===== src/rtl/fpu_op_scheduler_if.sv =====
// Bundle of every non-clock/reset signal of fpu_op_scheduler.
//   slave  : scheduler side (takes requests, drives the fpu operands, returns responses)
//   master : environment side (requesters, fpu result/flags, response consumer)
// Signals: req{0,1}_{valid,ready,sp_dp,op,a,b}, fpu_{sp_dp,opCode,a_sp,b_sp,a_dp,b_dp},
//          fpu_{result_sp,result_dp,overflow,underflow}, rsp_{valid,ready,id,data,overflow,
//          underflow}, sticky_{ovf,unf}, clr_sticky, busy.
interface fpu_op_scheduler_if;
   logic        req0_valid;
   logic        req0_ready;
   logic        req0_sp_dp;
   logic [1:0]  req0_op;
   logic [63:0] req0_a;
   logic [63:0] req0_b;
   logic        req1_valid;
   logic        req1_ready;
   logic        req1_sp_dp;
   logic [1:0]  req1_op;
   logic [63:0] req1_a;
   logic [63:0] req1_b;
   logic        fpu_sp_dp;
   logic [1:0]  fpu_opCode;
   logic [31:0] fpu_a_sp;
   logic [31:0] fpu_b_sp;
   logic [63:0] fpu_a_dp;
   logic [63:0] fpu_b_dp;
   logic [31:0] fpu_result_sp;
   logic [63:0] fpu_result_dp;
   logic        fpu_overflow;
   logic        fpu_underflow;
   logic        rsp_valid;
   logic        rsp_ready;
   logic        rsp_id;
   logic [63:0] rsp_data;
   logic        rsp_overflow;
   logic        rsp_underflow;
   logic        sticky_ovf;
   logic        sticky_unf;
   logic        clr_sticky;
   logic        busy;

   modport slave (
      input  req0_valid, req0_sp_dp, req0_op, req0_a, req0_b,
      input  req1_valid, req1_sp_dp, req1_op, req1_a, req1_b,
      input  fpu_result_sp, fpu_result_dp, fpu_overflow, fpu_underflow,
      input  rsp_ready, clr_sticky,
      output req0_ready, req1_ready,
      output fpu_sp_dp, fpu_opCode, fpu_a_sp, fpu_b_sp, fpu_a_dp, fpu_b_dp,
      output rsp_valid, rsp_id, rsp_data, rsp_overflow, rsp_underflow,
      output sticky_ovf, sticky_unf, busy
   );

   modport master (
      output req0_valid, req0_sp_dp, req0_op, req0_a, req0_b,
      output req1_valid, req1_sp_dp, req1_op, req1_a, req1_b,
      output fpu_result_sp, fpu_result_dp, fpu_overflow, fpu_underflow,
      output rsp_ready, clr_sticky,
      input  req0_ready, req1_ready,
      input  fpu_sp_dp, fpu_opCode, fpu_a_sp, fpu_b_sp, fpu_a_dp, fpu_b_dp,
      input  rsp_valid, rsp_id, rsp_data, rsp_overflow, rsp_underflow,
      input  sticky_ovf, sticky_unf, busy
   );
endinterface


===== src/rtl/fpu_op_scheduler.sv =====
// Shares one combinational fpu between two requesters with round-robin arbitration.
// The accepted operands are held on the fpu inputs for LAT(op) cycles (multicycle path),
// then result and flags are captured into a response register held until rsp_ready.
// Ports: clk, rst_n (async, active low), bus (fpu_op_scheduler_if.slave, all other signals).
module fpu_op_scheduler #(
   parameter int unsigned ADD_LAT = 2,
   parameter int unsigned MUL_LAT = 3,
   parameter int unsigned DIV_LAT = 6
) (
   input  logic              clk,
   input  logic              rst_n,
   fpu_op_scheduler_if.slave bus
);
   localparam int unsigned MaxAm  = (ADD_LAT > MUL_LAT) ? ADD_LAT : MUL_LAT;
   localparam int unsigned MaxLat = (MaxAm > DIV_LAT) ? MaxAm : DIV_LAT;
   localparam int unsigned CntW   = $clog2(MaxLat + 1);

   typedef logic [CntW-1:0] cnt_t;
   typedef enum logic [1:0] {StIdle, StExec, StResp} state_e;

   // Counter preload: the capture happens on the edge where the counter is already zero.
   function automatic cnt_t lat_m1(input logic [1:0] op);
      case (op)
         2'b10:   lat_m1 = cnt_t'(MUL_LAT - 1);
         2'b11:   lat_m1 = cnt_t'(DIV_LAT - 1);
         default: lat_m1 = cnt_t'(ADD_LAT - 1);
      endcase
   endfunction

   state_e      state_q, state_d;
   cnt_t        cnt_q, cnt_d;
   logic        prio_q, prio_d;  // 1: req1 wins a tie
   logic        id_q, id_d;
   logic        sp_dp_q, sp_dp_d;
   logic [1:0]  op_q, op_d;
   logic [63:0] a_q, a_d;
   logic [63:0] b_q, b_d;
   logic        rsp_valid_q, rsp_valid_d;
   logic        rsp_id_q, rsp_id_d;
   logic [63:0] rsp_data_q, rsp_data_d;
   logic        rsp_ovf_q, rsp_ovf_d;
   logic        rsp_unf_q, rsp_unf_d;
   logic        sticky_ovf_q, sticky_ovf_d;
   logic        sticky_unf_q, sticky_unf_d;
   logic        gnt0, gnt1, capture;

   assign gnt0 = (state_q == StIdle) && bus.req0_valid && (!bus.req1_valid || !prio_q);
   assign gnt1 = (state_q == StIdle) && bus.req1_valid && (!bus.req0_valid || prio_q);

   always_comb begin
      state_d     = state_q;
      cnt_d       = cnt_q;
      prio_d      = prio_q;
      id_d        = id_q;
      sp_dp_d     = sp_dp_q;
      op_d        = op_q;
      a_d         = a_q;
      b_d         = b_q;
      rsp_valid_d = rsp_valid_q;
      rsp_id_d    = rsp_id_q;
      rsp_data_d  = rsp_data_q;
      rsp_ovf_d   = rsp_ovf_q;
      rsp_unf_d   = rsp_unf_q;
      capture     = 1'b0;
      unique case (state_q)
         StIdle: begin
            if (gnt0 || gnt1) begin
               id_d    = gnt1;
               sp_dp_d = gnt1 ? bus.req1_sp_dp : bus.req0_sp_dp;
               op_d    = gnt1 ? bus.req1_op : bus.req0_op;
               a_d     = gnt1 ? bus.req1_a : bus.req0_a;
               b_d     = gnt1 ? bus.req1_b : bus.req0_b;
               cnt_d   = lat_m1(op_d);
               prio_d  = gnt0;
               state_d = StExec;
            end
         end
         StExec: begin
            if (cnt_q != '0) begin
               cnt_d = cnt_q - cnt_t'(1);
            end else begin
               capture     = 1'b1;
               rsp_data_d  = sp_dp_q ? bus.fpu_result_dp : {32'b0, bus.fpu_result_sp};
               rsp_ovf_d   = bus.fpu_overflow;
               rsp_unf_d   = bus.fpu_underflow;
               rsp_id_d    = id_q;
               rsp_valid_d = 1'b1;
               state_d     = StResp;
            end
         end
         StResp: begin
            if (bus.rsp_ready) begin
               rsp_valid_d = 1'b0;
               state_d     = StIdle;
            end
         end
         default: state_d = StIdle;
      endcase
      // A flag captured on the same edge as a clear survives.
      sticky_ovf_d = (sticky_ovf_q & ~bus.clr_sticky) | (capture & bus.fpu_overflow);
      sticky_unf_d = (sticky_unf_q & ~bus.clr_sticky) | (capture & bus.fpu_underflow);
   end

   always_ff @(posedge clk or negedge rst_n) begin
      if (!rst_n) begin
         state_q      <= StIdle;
         cnt_q        <= '0;
         prio_q       <= 1'b0;
         id_q         <= 1'b0;
         sp_dp_q      <= 1'b0;
         op_q         <= 2'b0;
         a_q          <= '0;
         b_q          <= '0;
         rsp_valid_q  <= 1'b0;
         rsp_id_q     <= 1'b0;
         rsp_data_q   <= '0;
         rsp_ovf_q    <= 1'b0;
         rsp_unf_q    <= 1'b0;
         sticky_ovf_q <= 1'b0;
         sticky_unf_q <= 1'b0;
      end else begin
         state_q      <= state_d;
         cnt_q        <= cnt_d;
         prio_q       <= prio_d;
         id_q         <= id_d;
         sp_dp_q      <= sp_dp_d;
         op_q         <= op_d;
         a_q          <= a_d;
         b_q          <= b_d;
         rsp_valid_q  <= rsp_valid_d;
         rsp_id_q     <= rsp_id_d;
         rsp_data_q   <= rsp_data_d;
         rsp_ovf_q    <= rsp_ovf_d;
         rsp_unf_q    <= rsp_unf_d;
         sticky_ovf_q <= sticky_ovf_d;
         sticky_unf_q <= sticky_unf_d;
      end
   end

   assign bus.req0_ready    = gnt0;
   assign bus.req1_ready    = gnt1;
   assign bus.fpu_sp_dp     = sp_dp_q;
   assign bus.fpu_opCode    = op_q;
   assign bus.fpu_a_sp      = a_q[31:0];
   assign bus.fpu_b_sp      = b_q[31:0];
   assign bus.fpu_a_dp      = a_q;
   assign bus.fpu_b_dp      = b_q;
   assign bus.rsp_valid     = rsp_valid_q;
   assign bus.rsp_id        = rsp_id_q;
   assign bus.rsp_data      = rsp_data_q;
   assign bus.rsp_overflow  = rsp_ovf_q;
   assign bus.rsp_underflow = rsp_unf_q;
   assign bus.sticky_ovf    = sticky_ovf_q;
   assign bus.sticky_unf    = sticky_unf_q;
   assign bus.busy          = (state_q != StIdle);
endmodule


===== src/flat_wrapper.sv =====
// flat-port wrapper written by rule: the top's interface ports become plain ports
module fpu_op_scheduler_flat 
#(
   parameter int unsigned ADD_LAT = 2,
   parameter int unsigned MUL_LAT = 3,
   parameter int unsigned DIV_LAT = 6
)
  (clk, rst_n, bus_req0_valid, bus_req0_sp_dp, bus_req0_op, bus_req0_a, bus_req0_b, bus_req1_valid, bus_req1_sp_dp, bus_req1_op, bus_req1_a, bus_req1_b, bus_fpu_result_sp, bus_fpu_result_dp, bus_fpu_overflow, bus_fpu_underflow, bus_rsp_ready, bus_clr_sticky, bus_req0_ready, bus_req1_ready, bus_fpu_sp_dp, bus_fpu_opCode, bus_fpu_a_sp, bus_fpu_b_sp, bus_fpu_a_dp, bus_fpu_b_dp, bus_rsp_valid, bus_rsp_id, bus_rsp_data, bus_rsp_overflow, bus_rsp_underflow, bus_sticky_ovf, bus_sticky_unf, bus_busy);
  fpu_op_scheduler_if bus_i ();
  input  logic clk;
  input  logic rst_n;
  input wire logic [$bits(bus_i.req0_valid)-1:0] bus_req0_valid;
  input wire logic [$bits(bus_i.req0_sp_dp)-1:0] bus_req0_sp_dp;
  input wire logic [$bits(bus_i.req0_op)-1:0] bus_req0_op;
  input wire logic [$bits(bus_i.req0_a)-1:0] bus_req0_a;
  input wire logic [$bits(bus_i.req0_b)-1:0] bus_req0_b;
  input wire logic [$bits(bus_i.req1_valid)-1:0] bus_req1_valid;
  input wire logic [$bits(bus_i.req1_sp_dp)-1:0] bus_req1_sp_dp;
  input wire logic [$bits(bus_i.req1_op)-1:0] bus_req1_op;
  input wire logic [$bits(bus_i.req1_a)-1:0] bus_req1_a;
  input wire logic [$bits(bus_i.req1_b)-1:0] bus_req1_b;
  input wire logic [$bits(bus_i.fpu_result_sp)-1:0] bus_fpu_result_sp;
  input wire logic [$bits(bus_i.fpu_result_dp)-1:0] bus_fpu_result_dp;
  input wire logic [$bits(bus_i.fpu_overflow)-1:0] bus_fpu_overflow;
  input wire logic [$bits(bus_i.fpu_underflow)-1:0] bus_fpu_underflow;
  input wire logic [$bits(bus_i.rsp_ready)-1:0] bus_rsp_ready;
  input wire logic [$bits(bus_i.clr_sticky)-1:0] bus_clr_sticky;
  output wire logic [$bits(bus_i.req0_ready)-1:0] bus_req0_ready;
  output wire logic [$bits(bus_i.req1_ready)-1:0] bus_req1_ready;
  output wire logic [$bits(bus_i.fpu_sp_dp)-1:0] bus_fpu_sp_dp;
  output wire logic [$bits(bus_i.fpu_opCode)-1:0] bus_fpu_opCode;
  output wire logic [$bits(bus_i.fpu_a_sp)-1:0] bus_fpu_a_sp;
  output wire logic [$bits(bus_i.fpu_b_sp)-1:0] bus_fpu_b_sp;
  output wire logic [$bits(bus_i.fpu_a_dp)-1:0] bus_fpu_a_dp;
  output wire logic [$bits(bus_i.fpu_b_dp)-1:0] bus_fpu_b_dp;
  output wire logic [$bits(bus_i.rsp_valid)-1:0] bus_rsp_valid;
  output wire logic [$bits(bus_i.rsp_id)-1:0] bus_rsp_id;
  output wire logic [$bits(bus_i.rsp_data)-1:0] bus_rsp_data;
  output wire logic [$bits(bus_i.rsp_overflow)-1:0] bus_rsp_overflow;
  output wire logic [$bits(bus_i.rsp_underflow)-1:0] bus_rsp_underflow;
  output wire logic [$bits(bus_i.sticky_ovf)-1:0] bus_sticky_ovf;
  output wire logic [$bits(bus_i.sticky_unf)-1:0] bus_sticky_unf;
  output wire logic [$bits(bus_i.busy)-1:0] bus_busy;
  assign bus_i.req0_valid = bus_req0_valid;
  assign bus_i.req0_sp_dp = bus_req0_sp_dp;
  assign bus_i.req0_op = bus_req0_op;
  assign bus_i.req0_a = bus_req0_a;
  assign bus_i.req0_b = bus_req0_b;
  assign bus_i.req1_valid = bus_req1_valid;
  assign bus_i.req1_sp_dp = bus_req1_sp_dp;
  assign bus_i.req1_op = bus_req1_op;
  assign bus_i.req1_a = bus_req1_a;
  assign bus_i.req1_b = bus_req1_b;
  assign bus_i.fpu_result_sp = bus_fpu_result_sp;
  assign bus_i.fpu_result_dp = bus_fpu_result_dp;
  assign bus_i.fpu_overflow = bus_fpu_overflow;
  assign bus_i.fpu_underflow = bus_fpu_underflow;
  assign bus_i.rsp_ready = bus_rsp_ready;
  assign bus_i.clr_sticky = bus_clr_sticky;
  assign bus_req0_ready = bus_i.req0_ready;
  assign bus_req1_ready = bus_i.req1_ready;
  assign bus_fpu_sp_dp = bus_i.fpu_sp_dp;
  assign bus_fpu_opCode = bus_i.fpu_opCode;
  assign bus_fpu_a_sp = bus_i.fpu_a_sp;
  assign bus_fpu_b_sp = bus_i.fpu_b_sp;
  assign bus_fpu_a_dp = bus_i.fpu_a_dp;
  assign bus_fpu_b_dp = bus_i.fpu_b_dp;
  assign bus_rsp_valid = bus_i.rsp_valid;
  assign bus_rsp_id = bus_i.rsp_id;
  assign bus_rsp_data = bus_i.rsp_data;
  assign bus_rsp_overflow = bus_i.rsp_overflow;
  assign bus_rsp_underflow = bus_i.rsp_underflow;
  assign bus_sticky_ovf = bus_i.sticky_ovf;
  assign bus_sticky_unf = bus_i.sticky_unf;
  assign bus_busy = bus_i.busy;
  fpu_op_scheduler #(.ADD_LAT(ADD_LAT), .MUL_LAT(MUL_LAT), .DIV_LAT(DIV_LAT)) u_core (.clk(clk), .rst_n(rst_n), .bus(bus_i));
endmodule

===== config.mk =====
export PLATFORM = sky130hd
export DESIGN_NAME = fpu_op_scheduler_flat
export DESIGN_NICKNAME = d
export VERILOG_FILES = /design/src/rtl/fpu_op_scheduler_if.sv /design/src/rtl/fpu_op_scheduler.sv /design/src/flat_wrapper.sv
export SDC_FILE = /design/constraint.sdc
export NUM_CORES = 1
export LEC_CHECK = 0
export ABC_AREA = 0
export ABC_CLOCK_PERIOD_IN_PS = 1650
export CORE_AREA = 2 2 247 249
export CTS_BUF_LIST = sky130_fd_sc_hd__clkbuf_16
export DETAILED_ROUTE_END_ITERATION = 12
export DIE_AREA = 0 0 249 251
export SLEW_MARGIN = 25
export SYNTH_ARGS = -nofsm -noshare
export SYNTH_HDL_FRONTEND = slang
export SYNTH_SLANG_ARGS = --single-unit

===== constraint.sdc =====
create_clock -name clk -period 1.65 [get_ports clk]
set_input_delay 0.165 -clock clk [delete_from_list [all_inputs] [get_ports clk]]
set_output_delay 0.165 -clock clk [all_outputs]
set_load 0.05 [all_outputs]

== After elaboration in Yosys (flattened, before gate mapping) ==
Cells that the tools add are included.
Word-level totals
  register bits: 208
  input port bits: 366
  output and inout port bits: 268
Cells by class
  add/subtract/negate cells: 1
  eq/ne operators: 8
  muxes and demuxes: 18
  bitwise logic cells: 8
  reductions and logical operators: 20
Operator list (number)
  $mux W64: 3
  $pmux W3 S2: 2
  $reduce_and A3 Y1: 3
  $mux W2: 4
  $eq A2 B2 Y1 const B: 3
  $mux W3: 2
  $ne A2 B2 Y1 const B: 3
  $pmux W2 S3: 1
  $reduce_bool A2 Y1: 3
  $mux W1: 5
  $and A1 B1 Y1: 4
  $logic_and A1 B1 Y1: 4
  $reduce_and A2 Y1: 2
  $logic_not A1 Y1: 3
  $logic_or A1 B1 Y1: 3
  $reduce_bool A3 Y1: 1
  $sub A3 B1 Y3 const B: 1
  $eq A2 B1 Y1 const B: 1
  $logic_not A2 Y1: 1
  $ne A2 B1 Y1 const B: 1
  $not A1 Y1: 2
  $or A1 B1 Y1: 2
  $pmux W1 S2: 1

== Depth between registers and ports, before layout ==
Gate-level depths: netlist of the first run.
  depth in word-level cells: 8
  depth in mapped cells: 8
  mapped depth without buffers: 6

== Worst setup path before layout of the first run ==
OpenSTA, ideal clock, no wires.
  path kind: register -> register
  from: reg u_core.state_q[0]
  to: reg u_core.id_q
  arrival: 2309 ps
  required time: 1464 ps
  path slack: -845 ps
  cell stages (with the launch flop): 5
  buffers on the path: 0
  cells stage by stage: dfrtp_1 nor2_1 inv_1 a211oi_1 nor2_1
Between the ends
  word-level cells in the longest chain between the ends: 5
  elaborated cells on any way between the ends: 7
  those cells by class: reduce/logical: 7
Ends and longest elaborated chain
  start: declaration: RTL line fpu_op_scheduler.sv:30  | state_e state_q, state_d;
  start signal: assignment: RTL line fpu_op_scheduler.sv:106  | state_q <= StIdle;
  start signal: assignment: RTL line fpu_op_scheduler.sv:122  | state_q <= state_d;
  $logic_not A2 Y1: RTL line fpu_op_scheduler.sv:47  | assign gnt0 = (state_q == StIdle) && bus.req0_valid && (!bus.req1_valid || !prio_q);
  $logic_and A1 B1 Y1 (2 in a row): RTL line fpu_op_scheduler.sv:47
  named net bus_req0_ready: RTL line flat_wrapper.sv:28  | output wire logic [$bits(bus_i.req0_ready)-1:0] bus_req0_ready;
  $logic_or A1 B1 Y1: RTL line fpu_op_scheduler.sv:67  | if (gnt0 || gnt1) begin
  $reduce_and A2 Y1 (no line)
  end signal: assignment: RTL line fpu_op_scheduler.sv:125  | id_q <= id_d;
  end: declaration: RTL line fpu_op_scheduler.sv:33  | logic id_q, id_d;
The timed path passes the listed nets, and every way through them passes these cells.
A chain may end at the register's enable or synchronous reset.

== Worst setup path in the final report of the first run ==
  from: reg u_core.state_q[1]
  to: out bus_req0_ready
Between the ends
  word-level cells in the longest chain between the ends: 3
Ends and longest elaborated chain (RTL line)
  $logic_not A2 Y1: fpu_op_scheduler.sv:47
  $logic_and A1 B1 Y1 (2 in a row): fpu_op_scheduler.sv:47
  end: declaration: flat_wrapper.sv:28
No other way between the ends.

==> results.cfg, run 1 <==
[floorplanning]
dieArea_sq_um = 62500
io_pins = 634
die_w_um = 249
num_rows = 90
start_util = 0.164
core_region_area_sq_um = 59800
die_h_um = 251

[sta]
drv_slew = 0
finalClockSkew_ps = 10.5
setup_ws_ps = -114
fin_crit_sh = 1.07
holdWs_ps = 103
layout_min_cycle_time_ps = 1760
worstMarginPinSlew_ps = 499
hold_violations = 0
tns_ps = -237
setup_viol = 4
slew_headroom = 0.669
fmax_mhz = 567
rsz0062_at_grt = yes

[clock_tree]
insertion_delay_ps = 560
cts_sinks = 208
cts_buffer_depth = 3
clkTransAtPathRegs_ps = 60
root_buffer = clkbuf_16
htree_levels = 1
cts_tree = done
cts_buffers = 26

[critical_path]
r2r_slack_ps = -30
criticalPathCategory = reg2out
arrival_ps = 1600
timing.rr.start = u_core.prio_q
required_ps = 1480
cp-start-kind = register
path_max_fanout = 2
end_kind = output port
reg2regPathDepth = 7
r2r_end = u_core.cnt_q[2]

[power_and_ir_drop]
power_density_nw_per_um2 = 2280
power.internal_uw = 19300
finalPower_uw = 40900
clockPowerShare = 0.135
power_frac_comb = 0.633
p_leak_uw = 0.00857
p_sw_uw = 21500
vdd_drop_max_v = 0.00128
seqPwrFrac = 0.232
switching_share = 0.527

[routing]
wl_per_cell_um = 18.2
wl_met2_mm = 22.1
wl_met1_mm = 17.1
first_pass_iters = 5
wl_met3_mm = 3.55
highest_layer = met5
remaining_drc_errors = 0
avgViaCountPerCell = 3.89
drt-total-wl_mm = 44.0
first_iter_violations = 287
vias = 9389
detail-route-antenna-nets = 0

[place]
hpwl_mm = 33.6
dp_cells = 2330
globalplace.congestion = 0.889
dp_slack_ps = -314
io_buffers = 633

[final_layout]
syn2layout_area_growth_pct = 82.9
layout_common_cells = clkdlybuf4s50_1 (364), buf_4 (311), nand2_1 (239)
final_common_cell = clkdlybuf4s50_1
final_cells = 2413
layout.nets = 1977
drive_gt1_frac = 0.263

[synthesis]
seq_area_frac_synth = 0.531
synth-seq-cells = 208
yosys.cell_types.count = 22
synth_cells = 980
synth_top_area_frac = 0.531
post_synth.cell_area_avg_sq_um = 10.0
synth_area_leader_cell = dfrtp_1
synth_nets = 1348
synth_area_leaders = dfrtp_1 (53%), mux2i_1 (17%), nand2_1 (9.2%)
ys_warn_count = 0
synth_area_sq_um = 9800

[global_routing]
grt_pass1_wl_mm = 61.8
antenna_found_initial = 13
grt_pass1_vias = 9779
grt_overflow = 0
grt_max_degree = 53
grtUsageTotal = 0.129

[run_status]
violations = setup timing
outcome = finished, violations left

[run]
cap_viol_max_count = 0

[hold_path]
hp-class = in2async
## repair_timing
| item | CTS | global route |
|---|---|---|
| hold buffers | 1 | 0 |
| cloned | 2 | 14 |
| endpoints found under the setup margin | 30 | 113 |
| gates resized for setup | 40 | 80 |
| hold endpoints to repair | 208 | 0 |
| buffers inserted | 5 | 11 |
| pin swaps | 3 | 7 |
## per-layer routing
metal  vias up  GRT usage
met5         -          0
met4         6     0.0412
met2       420      0.231
li1       4513          -
met3        65     0.0415
met1      4385      0.145
## Yosys cell counts
cell type  count
a211oi_1       2
a21oi_1        2
a221o_1        2
a31oi_1        1
buf_2         16
buf_4         73
buf_6          6
clkbuf_1      34
dfrtp_1      208
ha_1           2
inv_1          7
mux2i_1      166
nand2_1      240
nand2b_1       5
nand3_1       32
nor2_1        10
nor3_1         1
o21ai_0       97
o21ai_1       72
o221ai_1       1
or2_2          2
xnor2_1        1
## metrics by stage
stage	util	cell area, sq um
floorplan	-	9820
global placement	0.274	16400
detailed placement	0.274	16400
CTS	0.290	17300
global route	0.300	17900
finish	0.300	17900
## how the worst max path moves through the flow
| stage | startpoint | to | slack, ps | depth (start not counted) |
|---|---|---|---|---|
| after floorplan | u_core.state_q[0] | u_core.id_q | -70 | 4 |
| after global placement | bus_req0_valid | u_core.bus.fpu_a_dp[0] | -240 | 7 |
| after detailed placement | bus_req0_valid | u_core.bus.fpu_a_dp[19] | -310 | 7 |
| after CTS | u_core.state_q[1] | bus_req0_ready | -180 | 4 |
| after global routing | u_core.state_q[1] | bus_req0_ready | -180 | 4 |
| final | u_core.state_q[1] | bus_req0_ready | -110 | 4 |
## registers in the layout, summed over array words and instances (netlist names), 2 cells and up
register	flops
u_core.state_q	2
u_core.bus.fpu_opCode	2
u_core.bus.rsp_data	64
u_core.bus.fpu_a_dp	64
u_core.bus.fpu_b_dp	64
u_core.cnt_q	3
## cells by family after synthesis
logic type / synth area share
and+or+nand+nor: 0.117
DFF: 0.531
AOI/OAI and AO/OA: 0.0924
muxes: 0.169
buffers and inverters: 0.0867
adders and majority gates: 0.00255
xor gates and xnor gates: 0.000894
## worst max-delay path, stage by stage (launching register included)
cell	delay (ps)
dfrtp_1	410
nor2_4	130
inv_2	60
a211oi_4	250
buf_12	180
## power by group through the flow
stage	sequential [uW]	combinational, uW	clock, uW
6_report	9470	25900	5520
2_1_floorplan	17400	8650	0
3_3_place_gp	9410	24400	0
4_1_cts	9500	25000	5750
3_5_place_dp	9520	24600	0
5_1_grt	9820	27200	5920
## final cells by class
cell class	instances	area (sq um)
timing repair buffer	729	6990
tap	782	978
sequential	208	5210
clock buffer	26	651
clock inverter	21	160
inverter	7	26.3
antenna	3	7.51
fill	6249	41900
multi-input combinational	637	3910
Power figures use the tool's default switching activity.
==> run 2: changes to the inputs <==
--- a/config.mk
+++ b/config.mk
@@ -11,6 +11,7 @@
 export CTS_BUF_LIST = sky130_fd_sc_hd__clkbuf_16
 export DETAILED_ROUTE_END_ITERATION = 12
 export DIE_AREA = 0 0 249 251
+export DONT_BUFFER_PORTS = 1
 export SLEW_MARGIN = 25
 export SYNTH_ARGS = -nofsm -noshare
 export SYNTH_HDL_FRONTEND = slang
==> run 2 against run 1 <==
Compared with the run above:
- the flow now stops in clock tree synthesis (4_1_cts)
- synthesized area did not move
- synthesized cell count did not move
==> results.cfg, run 2 <==
[clock_tree]
root_buffer = clkbuf_16
cts_resized = 42
cts_buffers = 25
cts_sinks = 208
post_cts_buffers = 3
cts_buffer_depth = 3
cts_hold_buffers = 358
htree_levels = 1

[run_status]
outcome = did not finish
failing_step = clock tree synthesis (4_1_cts)
error = [ERROR RSZ-0060] Max buffer count reached.

[floorplanning]
die_w_um = 249
num_rows = 90
die_h_um = 251
io_pins = 634
start_util = 0.164

[synthesis]
synth_area_leader_cell = dfrtp_1
synth_area_leaders = dfrtp_1 (53%), mux2i_1 (17%), nand2_1 (9.2%)
yosys.cell_types.count = 22
synth_common_cells = nand2_1 (240), dfrtp_1 (208), mux2i_1 (166)
synth_edf_count = 0
synth-seq-cells = 208
synth_nets = 1348
synthArstFlopShare = 1.00
synth_area_sq_um = 9800
ys_warn_count = 0
synth_cells = 980
synth_top_area_frac = 0.531
synthFlopType = dfrtp_1
post_synth.cell_area_avg_sq_um = 10.0
synth_most_common_cell = nand2_1
seq_area_frac_synth = 0.531

[place]
place_area_sq_um = 11000
hpwl_mm = 27.9
io_buffers = 0
globalplace.congestion = 0.891
run 2: cell counts after synthesis:
No cell type changed its count.
run 2: per-stage QoR:
stage                     utilization  instances  setup WS (ps)  hold slack [ps]
after floorplan                     -        980          -68.9             -131
after global placement          0.184       1740           50.7             -126
after detailed placement        0.184       1740          -12.5             -126
run 2: kinds of logic after synthesis:
family | synth area share
AO/OA/AOI/OAI | 0.0924
buffers and inverters | 0.0867
XOR/XNOR | 0.000894
flip-flops | 0.531
AND/OR/NAND/NOR | 0.117
adder cells (fa/ha/maj) | 0.00255
multiplexers | 0.169
==> run 3: changes to the inputs <==
--- a/config.mk
+++ b/config.mk
@@ -6,12 +6,12 @@
 export NUM_CORES = 1
 export LEC_CHECK = 0
 export ABC_AREA = 0
-export ABC_CLOCK_PERIOD_IN_PS = 1650
-export CORE_AREA = 2 2 247 249
-export CTS_BUF_LIST = sky130_fd_sc_hd__clkbuf_16
+export ABC_CLOCK_PERIOD_IN_PS = 2150
+export CORE_AREA = 2 2 245 247
 export DETAILED_ROUTE_END_ITERATION = 12
-export DIE_AREA = 0 0 249 251
+export DIE_AREA = 0 0 247 249
 export DONT_BUFFER_PORTS = 1
+export PLACE_DENSITY_LB_ADDON = 0.15
 export SLEW_MARGIN = 25
 export SYNTH_ARGS = -nofsm -noshare
 export SYNTH_HDL_FRONTEND = slang
==> constraint.sdc (replaced) <==
create_clock -name clk -period 2.15 [get_ports clk]
set_input_delay 0.215 -clock clk [delete_from_list [all_inputs] [get_ports clk]]
set_output_delay 0.215 -clock clk [all_outputs]
set_load 0.05 [all_outputs]
==> run 3 against run 2 <==
Compared with the run above:
- the flow again stops in clock tree synthesis (4_1_cts)
- synthesized cell count unchanged
- synthesized area unchanged
==> results.cfg, run 3 <==
[clock_tree]
cts_sinks = 208
cts_resized = 3
htree_levels = 1
cts_buffer_depth = 3
cts_hold_buffers = 354
root_buffer = clkbuf_16
post_cts_buffers = 1
cts_buffers = 28

[run_status]
failing_step = clock tree synthesis (4_1_cts)
outcome = did not finish
error = [ERROR RSZ-0060] Max buffer count reached.

[synthesis]
synth_most_common_cell = nand2_1
ys_warn_count = 0
synth_area_leader_cell = dfrtp_1
synth_fa_ha_area_frac = 0.00255
synth_cells = 980
synth_edf_count = 0
synth_mux_area_frac = 0.169
synth_top_area_frac = 0.531
post_synth.cell_area_avg_sq_um = 10.0
seq_area_frac_synth = 0.531
synthXorXnorAreaFrac = 0.000893
yosys.cell_types.count = 22
synth_common_cells = nand2_1 (240), dfrtp_1 (208), mux2i_1 (166)
synth_nets = 1348
synth_compound_area_frac = 0.0924
synth_area_leaders = dfrtp_1 (53%), mux2i_1 (17%), nand2_1 (9.2%)
synth-seq-cells = 208
synthFlopType = dfrtp_1
synth_area_sq_um = 9800
synthArstFlopShare = 1.00
yosys.area_share.simple = 0.117
synth_top_family_by_area = multiplexers

[floorplanning]
start_util = 0.167
io_pins = 634
num_rows = 89
die_h_um = 249
die_w_um = 247

[place]
io_buffers = 0
hpwl_mm = 25.2
dp_slack_ps = 313
globalplace.congestion = 0.790
run 3: cell counts after synthesis:
Identical to the previous run, type by type.
run 3: cell families after synthesis:
logic type      after synthesis
flops                       208
fa+ha+maj                     2
mux                         166
simple gates                290
xor+xnor                      1
buf+inv                     136
compound gates              177
run 3: metrics by stage:
step                area (sq um)  std cells
global placement           10800       1717
detailed placement         10800       1717
floorplan                   9810        980
